===== src/rtl/pong_match_controller.sv =====
// ---------------------------------------------------------------------------
// pong_match_controller
//
// Match-level sequencer for two-player LED Pong. It sits above the
// light-pattern FSM and decides who serves, launches the ball, produces the
// ball-step and flash timer ticks, raises rally speed by level, keeps score
// and declares a winner.
//
// Ports
//   i_Clk         system clock
//   i_r           synchronous active-high reset
//   i_serve_a     player A serve press (1-cycle pulse)
//   i_serve_b     player B serve press (1-cycle pulse)
//   i_ball_hit    pulse: ball returned by a paddle
//   i_ball_miss   pulse: rally ended
//   i_miss_side   valid with i_ball_miss; 0 = A missed, 1 = B missed
//   o_ball_start  1-cycle launch pulse to the pattern FSM
//   o_step_tick   1-cycle ball-advance tick, only during a rally
//   o_flash_tick  1-cycle flash tick, only during point display
//   o_server      0 = A serves, 1 = B serves
//   o_level       current speed level
//   o_score_a     player A score
//   o_score_b     player B score
//   o_game_over   high while the match is over
//   o_winner      valid while o_game_over; 0 = A, 1 = B
// ---------------------------------------------------------------------------
module pong_match_controller #(
    parameter int unsigned TICK_BASE      = 5_000_000,
    parameter int unsigned TICK_STEP      = 500_000,
    parameter int unsigned TICK_MIN       = 1_000_000,
    parameter int unsigned FLASH_CYCLES   = 2_500_000,
    parameter int unsigned FLASH_COUNT    = 6,
    parameter int unsigned HITS_PER_LEVEL = 4,
    parameter int unsigned MAX_LEVEL      = 8,
    parameter int unsigned WIN_SCORE      = 7
) (
    input  logic       i_Clk,
    input  logic       i_r,
    input  logic       i_serve_a,
    input  logic       i_serve_b,
    input  logic       i_ball_hit,
    input  logic       i_ball_miss,
    input  logic       i_miss_side,
    output logic       o_ball_start,
    output logic       o_step_tick,
    output logic       o_flash_tick,
    output logic       o_server,
    output logic [3:0] o_level,
    output logic [3:0] o_score_a,
    output logic [3:0] o_score_b,
    output logic       o_game_over,
    output logic       o_winner
);

    typedef enum logic [2:0] {
        S_SERVE,
        S_LAUNCH,
        S_RALLY,
        S_POINT,
        S_GAME_OVER
    } state_t;

    localparam logic [31:0] C_TICK_BASE    = 32'(TICK_BASE);
    localparam logic [31:0] C_TICK_STEP    = 32'(TICK_STEP);
    localparam logic [31:0] C_TICK_MIN     = 32'(TICK_MIN);
    localparam logic [31:0] C_FLASH_CYCLES = 32'(FLASH_CYCLES);
    localparam logic [7:0]  C_FLASH_COUNT  = 8'(FLASH_COUNT);
    localparam logic [7:0]  C_HITS         = 8'(HITS_PER_LEVEL);
    localparam logic [3:0]  C_MAX_LEVEL    = 4'(MAX_LEVEL);
    localparam logic [3:0]  C_WIN_SCORE    = 4'(WIN_SCORE);

    state_t      r_state,      w_stateNext;
    logic [31:0] r_stepCnt,    w_stepCntNext;
    logic [31:0] r_flashCnt,   w_flashCntNext;
    logic [7:0]  r_flashNum,   w_flashNumNext;
    logic [7:0]  r_hitCnt,     w_hitCntNext;
    logic        r_missSide,   w_missSideNext;
    logic        r_ballStart,  w_ballStartNext;
    logic        r_stepTick,   w_stepTickNext;
    logic        r_flashTick,  w_flashTickNext;
    logic        r_server,     w_serverNext;
    logic [3:0]  r_level,      w_levelNext;
    logic [3:0]  r_scoreA,     w_scoreANext;
    logic [3:0]  r_scoreB,     w_scoreBNext;
    logic        r_gameOver,   w_gameOverNext;
    logic        r_winner,     w_winnerNext;

    logic [31:0] w_levelProd;
    logic [31:0] w_period;
    logic        w_serverPress;

    // Step period for the current level. The floor test is done on the
    // product before subtracting so the period never wraps below zero.
    always_comb begin
        w_levelProd = 32'(r_level) * C_TICK_STEP;
        if (w_levelProd >= C_TICK_BASE - C_TICK_MIN) begin
            w_period = C_TICK_MIN;
        end else begin
            w_period = C_TICK_BASE - w_levelProd;
        end
    end

    // Only the press of the player holding serve counts; a simultaneous
    // press by the other player is simply not looked at.
    assign w_serverPress = r_server ? i_serve_b : i_serve_a;

    // Next-state and next-register logic. Every register holds by default
    // and every pulse defaults low, so each state only lists what changes.
    always_comb begin
        w_stateNext     = r_state;
        w_stepCntNext   = r_stepCnt;
        w_flashCntNext  = r_flashCnt;
        w_flashNumNext  = r_flashNum;
        w_hitCntNext    = r_hitCnt;
        w_missSideNext  = r_missSide;
        w_ballStartNext = 1'b0;
        w_stepTickNext  = 1'b0;
        w_flashTickNext = 1'b0;
        w_serverNext    = r_server;
        w_levelNext     = r_level;
        w_scoreANext    = r_scoreA;
        w_scoreBNext    = r_scoreB;
        w_gameOverNext  = r_gameOver;
        w_winnerNext    = r_winner;

        case (r_state)
            S_SERVE: begin
                // The step counter is loaded on the same edge that raises
                // ball_start, which places the first step tick exactly one
                // period after the launch pulse.
                if (w_serverPress) begin
                    w_stateNext     = S_LAUNCH;
                    w_ballStartNext = 1'b1;
                    w_stepCntNext   = w_period - 32'd1;
                    w_hitCntNext    = '0;
                end
            end

            S_LAUNCH: begin
                w_stateNext = S_RALLY;
                if (r_stepCnt != '0) begin
                    w_stepCntNext = r_stepCnt - 32'd1;
                end
            end

            S_RALLY: begin
                // A miss ends the rally and overrides any hit in the same
                // cycle; no step tick is issued on the way out.
                if (i_ball_miss) begin
                    w_missSideNext = i_miss_side;
                    if (i_miss_side) begin
                        if (r_scoreA != 4'hF) begin
                            w_scoreANext = r_scoreA + 4'd1;
                        end
                    end else begin
                        if (r_scoreB != 4'hF) begin
                            w_scoreBNext = r_scoreB + 4'd1;
                        end
                    end
                    w_flashCntNext = C_FLASH_CYCLES - 32'd1;
                    w_flashNumNext = '0;
                    w_stateNext    = S_POINT;
                end else begin
                    // Reload uses the level in effect now, so a level
                    // change shows up only at the following reload.
                    if (r_stepCnt == '0) begin
                        w_stepTickNext = 1'b1;
                        w_stepCntNext  = w_period - 32'd1;
                    end else begin
                        w_stepCntNext = r_stepCnt - 32'd1;
                    end
                    if (i_ball_hit) begin
                        if (r_hitCnt + 8'd1 >= C_HITS) begin
                            w_hitCntNext = '0;
                            if (r_level < C_MAX_LEVEL) begin
                                w_levelNext = r_level + 4'd1;
                            end
                        end else begin
                            w_hitCntNext = r_hitCnt + 8'd1;
                        end
                    end
                end
            end

            S_POINT: begin
                // The decision is taken one cycle after the last flash tick
                // so that every flash tick is seen while still in POINT.
                if (r_flashNum >= C_FLASH_COUNT) begin
                    if (r_scoreA == C_WIN_SCORE || r_scoreB == C_WIN_SCORE) begin
                        w_stateNext    = S_GAME_OVER;
                        w_gameOverNext = 1'b1;
                        w_winnerNext   = (r_scoreB == C_WIN_SCORE);
                    end else begin
                        w_serverNext = r_missSide;
                        w_levelNext  = '0;
                        w_stateNext  = S_SERVE;
                    end
                end else if (r_flashCnt == '0) begin
                    w_flashTickNext = 1'b1;
                    w_flashCntNext  = C_FLASH_CYCLES - 32'd1;
                    w_flashNumNext  = r_flashNum + 8'd1;
                end else begin
                    w_flashCntNext = r_flashCnt - 32'd1;
                end
            end

            S_GAME_OVER: begin
                if (i_serve_a || i_serve_b) begin
                    w_scoreANext   = '0;
                    w_scoreBNext   = '0;
                    w_levelNext    = '0;
                    w_hitCntNext   = '0;
                    w_winnerNext   = 1'b0;
                    w_serverNext   = 1'b0;
                    w_gameOverNext = 1'b0;
                    w_stateNext    = S_SERVE;
                end
            end

            default: begin
                w_stateNext = S_SERVE;
            end
        endcase
    end

    // State and register bank; reset may arrive in any state, mid-rally
    // included, and returns everything to a fresh match.
    always_ff @(posedge i_Clk) begin
        if (i_r) begin
            r_state     <= S_SERVE;
            r_stepCnt   <= '0;
            r_flashCnt  <= '0;
            r_flashNum  <= '0;
            r_hitCnt    <= '0;
            r_missSide  <= 1'b0;
            r_ballStart <= 1'b0;
            r_stepTick  <= 1'b0;
            r_flashTick <= 1'b0;
            r_server    <= 1'b0;
            r_level     <= '0;
            r_scoreA    <= '0;
            r_scoreB    <= '0;
            r_gameOver  <= 1'b0;
            r_winner    <= 1'b0;
        end else begin
            r_state     <= w_stateNext;
            r_stepCnt   <= w_stepCntNext;
            r_flashCnt  <= w_flashCntNext;
            r_flashNum  <= w_flashNumNext;
            r_hitCnt    <= w_hitCntNext;
            r_missSide  <= w_missSideNext;
            r_ballStart <= w_ballStartNext;
            r_stepTick  <= w_stepTickNext;
            r_flashTick <= w_flashTickNext;
            r_server    <= w_serverNext;
            r_level     <= w_levelNext;
            r_scoreA    <= w_scoreANext;
            r_scoreB    <= w_scoreBNext;
            r_gameOver  <= w_gameOverNext;
            r_winner    <= w_winnerNext;
        end
    end

    assign o_ball_start = r_ballStart;
    assign o_step_tick  = r_stepTick;
    assign o_flash_tick = r_flashTick;
    assign o_server     = r_server;
    assign o_level      = r_level;
    assign o_score_a    = r_scoreA;
    assign o_score_b    = r_scoreB;
    assign o_game_over  = r_gameOver;
    assign o_winner     = r_winner;

endmodule


===== config.mk =====
export PLATFORM = sky130hd
export DESIGN_NAME = pong_match_controller
export DESIGN_NICKNAME = d
export VERILOG_FILES = /design/src/rtl/pong_match_controller.sv
export SDC_FILE = /design/constraint.sdc
export NUM_CORES = 1
export LEC_CHECK = 0
export BUFFER_PORTS_ARGS = -buffer_cell sky130_fd_sc_hd__buf_2
export CAP_MARGIN = 40
export CORE_MARGIN = 4
export CORE_UTILIZATION = 30
export CTS_CLUSTER_SIZE = 12
export DETAILED_ROUTE_END_ITERATION = 6
export HOLD_SLACK_MARGIN = 0.15
export PLACE_DENSITY = 0.42
export SLEW_MARGIN = 20
export SYNTH_ARGS = -nofsm -noshare
export SYNTH_HDL_FRONTEND = slang
export SYNTH_SLANG_ARGS = --single-unit

===== constraint.sdc =====
create_clock -name i_Clk -period 10 [get_ports i_Clk]
set_input_delay 0.5 -clock i_Clk [delete_from_list [all_inputs] [get_ports i_Clk]]
set_output_delay 0.5 -clock i_Clk [all_outputs]
set_load 0.05 [all_outputs]

## After elaboration in Yosys (flattened, before gate mapping)

Index checks and enable logic that the tools add are counted.

| storage, ports and cells | value |
|---|---|
| register bits | 102 |
| output and inout bits | 18 |
| bits of input ports | 7 |
| logic and storage cells | 139 |

| cells by class | value |
|---|---|
| $mul | 1 |
| bitwise gates (word level) | 3 |
| add/sub/neg operators | 9 |
| reductions and logical operators | 26 |
| order comparisons | 4 |
| equal/unequal tests | 25 |
| muxes and demuxes | 56 |

Operator list:

| operator | count |
|---|---|
| $mux 32 | 8 |
| $pmux 32 s3 | 1 |
| $sub 32x1->32 const B | 3 |
| $logic_not 32->1 | 2 |
| $mux 8 | 8 |
| $pmux 32 s2 | 1 |
| $mux 4 | 13 |
| $ne 2x2->1 const B | 17 |
| $reduce_bool 32->1 | 1 |
| $pmux 8 s3 | 1 |
| $sub 23x23->24 const A | 1 |
| $ge 23x22->1 const B | 1 |
| $reduce_and 4->1 | 5 |
| $mul 4x14->18 const B | 1 |
| $add 8x1->8 const B | 2 |
| $ge 8x3->1 const B | 2 |
| $pmux 4 s2 | 2 |
| $pmux 8 s2 | 1 |
| $mux 3 | 5 |
| $pmux 3 s5 | 1 |
| $reduce_and 5->1 | 3 |
| $add 4x1->4 const B | 3 |
| $pmux 4 s3 | 1 |
| $mux 1 | 11 |
| 17 further kinds | 30 |

## Logic depth before layout (Yosys ltp)

| logic depth | value |
|---|---|
| depth in word-level cells | 7 |
| mapped depth | 18 |
| mapped depth without buffers | 17 |

## Worst setup path after synthesis

No wires, ideal clock.

| timing | value |
|---|---|
| path type | register to register |
| start point | register r_level[1] (netlist: o_level[1]) |
| end point | register r_stepCnt[21] |
| stages on the path, launching flop included | 15 |
| data arrival time | 4,453 ps |
| period minus slack after synthesis | 4,580 ps |
| slack | 5,420 ps |
| buffers on the path | 0 |
| library setup time | 128 ps |
| required time | 9,872 ps |
| cells stage by stage | dfxtp_1 inv_2 ha_1 fa_1 inv_1 fa_1 nor3b_1 o31ai_1 xnor2_1 or2_2 or3_4 nor4_4 xnor2_1 a221oi_2 nor2_1 |

| on the way | value |
|---|---|
| word-level cells in the longest chain between the ends | 7 |
| elaborated cells on any way between the ends | 9 |
| classes of those cells | 2 x add/sub; 1 x mul; 1 x order compare; 5 x mux |

Ends and longest elaborated chain:

| item | line | source |
|---|---|---|
| start, declared | 82 | `logic [3:0] r_level, w_levelNext;` |
| start signal, assigned | 256 | `r_level <= w_levelNext;` |
| $mul 4x14->18 (*) | 95 | `w_levelProd = 32'(r_level) * C_TICK_STEP;` |
| $sub 23x23->24 or $ge 23x22->1 (tied branches) | 99, 96 |  |
| $mux 32 (*) | 96 | `if (w_levelProd >= C_TICK_BASE - C_TICK_MIN) begin` |
| $sub 32x1->32 (*) | 134, 168 |  |
| $mux 32 | 166 | `if (r_stepCnt == '0) begin` |
| $mux 32 | 149 | `if (i_ball_miss) begin` |
| $pmux 32 s3 (*) | 126 | `case (r_state)` |
| end signal, assigned | 247 | `r_stepCnt <= w_stepCntNext;` |
| end, declared | 73 | `logic [31:0] r_stepCnt, w_stepCntNext;` |

Every way passes the cells marked *; elsewhere a longest branch is shown, timed or not. The select of a mux whose other input is x is not followed.
A chain may end at the register's enable or synchronous reset.

## Worst setup path after layout

| timing | value |
|---|---|
| start point | register r_level[1] (netlist: o_level[1]) |
| end point | register r_stepCnt[31] |

The elaborated chain is that of the path after synthesis.

==> impl_metrics.ini <==
[synth]
async_flop_share_pct = 0
synth.ff_latch_count = 102
synth_top_cell_by_area = dfxtp_1
ys_types = 77
avgSynthCellArea_um2 = 7.92
synthFlopType = dfxtp_1
ys_seq_area_share_pct = 31.1
syn_inst = 829
synth_top_area_share_pct = 31.1
synth_nets = 874
syn_area_mm2 = 0.00656
yosys_warnings = 0
synthTopCellsByArea = dfxtp_1 (31%), ha_1 (6.3%), nor2_1 (6.1%)
synth_edf_count = 0

[timing]
setup_viol = 0
fin_crit_ns = 4.74
rsz0062_at_grt = no
slew_violations = 0
tightest_slew_ns = 0.835
slew_headroom_pct = 42.9
finalHoldViolCount = 0
fin_tns_setup_ns = 0
holdWs_ns = 0.437
finClkSkew_ns = 0.00977
timing.final.crit_share_pct = 47.4
timing.fmax_mhz = 211

[min_path]
hp-class = in2reg
min_path_cells = 3
hp-start = i_miss_side
hold_end = r_missSide$_SDFFE_PP0P_

[place]
io_buffers = 24
hpwl_um = 12300
placed_area_mm2 = 0.00692
place.gp.congestion = 0.816

[floorplanning]
initial_core_util_pct = 30.8
die_h_um = 156
core_area_mm2 = 0.0213
die-area_mm2 = 0.0243
num_io_pins = 25
die_w_um = 156
rows = 53

[setup_path]
cpPeakStageDelay_ns = 0.76
crit_chain = inv_2 > ha_1 > fa_1 > inv_1 > fa_1 > nor3b_1 > o31ai_1 > xnor2_1 > or2_2 > or3_4 > o31ai_4 > o211ai_1 > a211oi_1
timing.rr.end = r_stepCnt[31]$_SDFFE_PP0P_
cp_max_fo = 17
required_ns = 10.27
critPathSlowestCell = dfxtp_1
cp_common_cell = fa_1
cp_top_family = adder cells
path_buf_inv = 2
reg2reg_slack_ns = 5.26
crit_type = reg2reg
r2r_start = o_level[1]$_SDFFE_PP0P_
worstSetupEndpointType = flip-flop
worst_setup_path_start_kind = flip-flop
cp.arrival_ns = 5.00
r2r_cells = 13

[finish]
area_growth_pct = 10.1
num_antenna_cells = 0
fin_area_mm2 = 0.00723
ff_latch_area_mm2 = 0.00204
nNetsFinal = 878
final_layout_size_suffix_gt1_share_pct = 8.47
multi_input_area_mm2 = 0.00427
fillers = 2229

[grt]
grt_pass1_wl_um = 28600
grtUsageTotal_pct = 14.2
busiest_layer = met2
grt_util_met1_pct = 19.1
grt_antenna_before_repair = 0
grt_util_met2_pct = 23.5
gr-total-overflow = 0
use_met3_pct = 2.61
grt_max_degree = 67
grt_pass1_vias = 5758

[run_status]
status = complete, no violations

[clock_network]
cts_buffers = 9
cts_buffer_depth = 2
post_cts_buffers = 0
path_clk_slew_ns = 0.08
cts-resized-gates = 0
cts_tree = built
root_buffer = clkbuf_16
clk_latency_ns = 0.35
cts_sinks = 102
postCtsHoldBufs = 0
htreeDepth = 3

[route]
first_iter_violations = 380
wl_per_cell_um = 15.3
drt-total-wl_um = 17000
antenna_left = 0
drtPass1Iterations = 5
vias = 5858
drc_errors = 0
via_per_inst = 5.26

[power]
p_per_area_mw_per_mm2 = 186
leakagePower_nw = 2.69
vdd_ir_drop_max_uv = 74.0

[run]
maxCapViolations = 0
-- cells in the mapped netlist, drive strengths merged, types with 16 or more instances --
library cell and count:
nor2 107, dfxtp 102, a21oi 66, nand2 65, o21ai 44, nor3 40, xnor2 38, ha 33
clkbuf 32, inv 29, xor2 24, nand3 20, or3 20, nor2b 17, nor4 16
-- per-layer routing --
metal / share of wire, % / wire, um / up-vias
li1: - / - / 2975
met1: 49 / 8360 / 2786
met3: 3.3 / 557 / 11
met2: 47 / 7920 / 86
met5: 0 / 0 / -
met4: 1.1 / 180 / 0
-- tightest hold or removal path, delay by kind of cell --
family	cells	cell delay [ns]
buffers and inverters	1	0.11
AND/OR/NAND/NOR	1	0.07
multiplexers	1	0.07
-- report_power, final --
group / switching, mW / total [mW] / internal (mW)
Combinational: 0.288 / 0.459 / 0.171
Clock: 0.175 / 0.359 / 0.183
Sequential: 0.0643 / 0.526 / 0.462
-- sequential cells by signal, indices dropped and copies added (netlist names) --
signal and cells:
r_state 3, r_missSide 1, o_level 4, r_flashCnt 32, o_flash_tick 1, o_game_over 1, o_score_b 4, o_server 1
o_step_tick 1, o_score_a 4, o_ball_start 1, o_winner 1, r_hitCnt 8, r_flashNum 8, r_stepCnt 32
-- per-stage QoR --
step                      cells  utilization, %  setup WS [ns]  power, mW
after floorplan             829               -           5.42      0.880
after global placement     1096            32.5           5.37      0.985
after detailed placement   1096            32.5           5.27      0.992
after CTS                  1112            33.9           5.25       1.36
after global routing       1113            33.9           4.88       1.44
final                      1113            33.9           5.26       1.34
-- final cells by class --
cell class              instances  share of cell area [%]
clock buffers                  10                    3.31
clock inverters                 6                   0.797
inverters                      29                    1.51
multi-input cells             662                    59.1
flip-flops and latches        102                    28.3
well taps                     275                    4.76
repair buffers                 29                    2.23
-- placed cells by master, fill, tap and decap left out, types with 9 or more instances in the layout --
master	instances
o21ai_0	30
or3_1	19
nand3_1	20
and2_1	12
a21oi_1	66
o211ai_1	9
nand2_1	65
o21ai_1	14
xor2_1	23
a211oi_1	12
ha_1	33
dfxtp_1	102
clkbuf_16	9
nor3_1	38
inv_1	24
nor2b_1	17
nand2b_1	11
nor4_1	13
buf_2	24
xnor2_1	38
nor2_1	107
-- cells by family after synthesis --
logic type                 share of synthesized area [%]
xor gates and xnor gates                            8.39
adders and majority gates                           7.82
muxes                                               1.22
AOI/OAI and AO/OA                                   19.2
buffers and inverters                               3.87
DFF                                                 31.1
and+or+nand+nor                                     28.4
-- worst max path at each step --
stage / cells past startpoint / end / start / slack (ns)
detailed placement: 14 / r_stepCnt[26]$_SDFFE_PP0P_ / o_level[1]$_SDFFE_PP0P_ / 5.27
floorplan: 14 / r_stepCnt[21]$_SDFFE_PP0P_ / o_level[1]$_SDFFE_PP0P_ / 5.42
CTS: 14 / r_stepCnt[26]$_SDFFE_PP0P_ / o_level[1]$_SDFFE_PP0P_ / 5.25
global route: 14 / r_stepCnt[26]$_SDFFE_PP0P_ / o_level[1]$_SDFFE_PP0P_ / 4.88
finish: 13 / r_stepCnt[31]$_SDFFE_PP0P_ / o_level[1]$_SDFFE_PP0P_ / 5.26
global placement: 13 / r_stepCnt[31]$_SDFFE_PP0P_ / o_level[1]$_SDFFE_PP0P_ / 5.37
(Power assumes the default switching activity.)
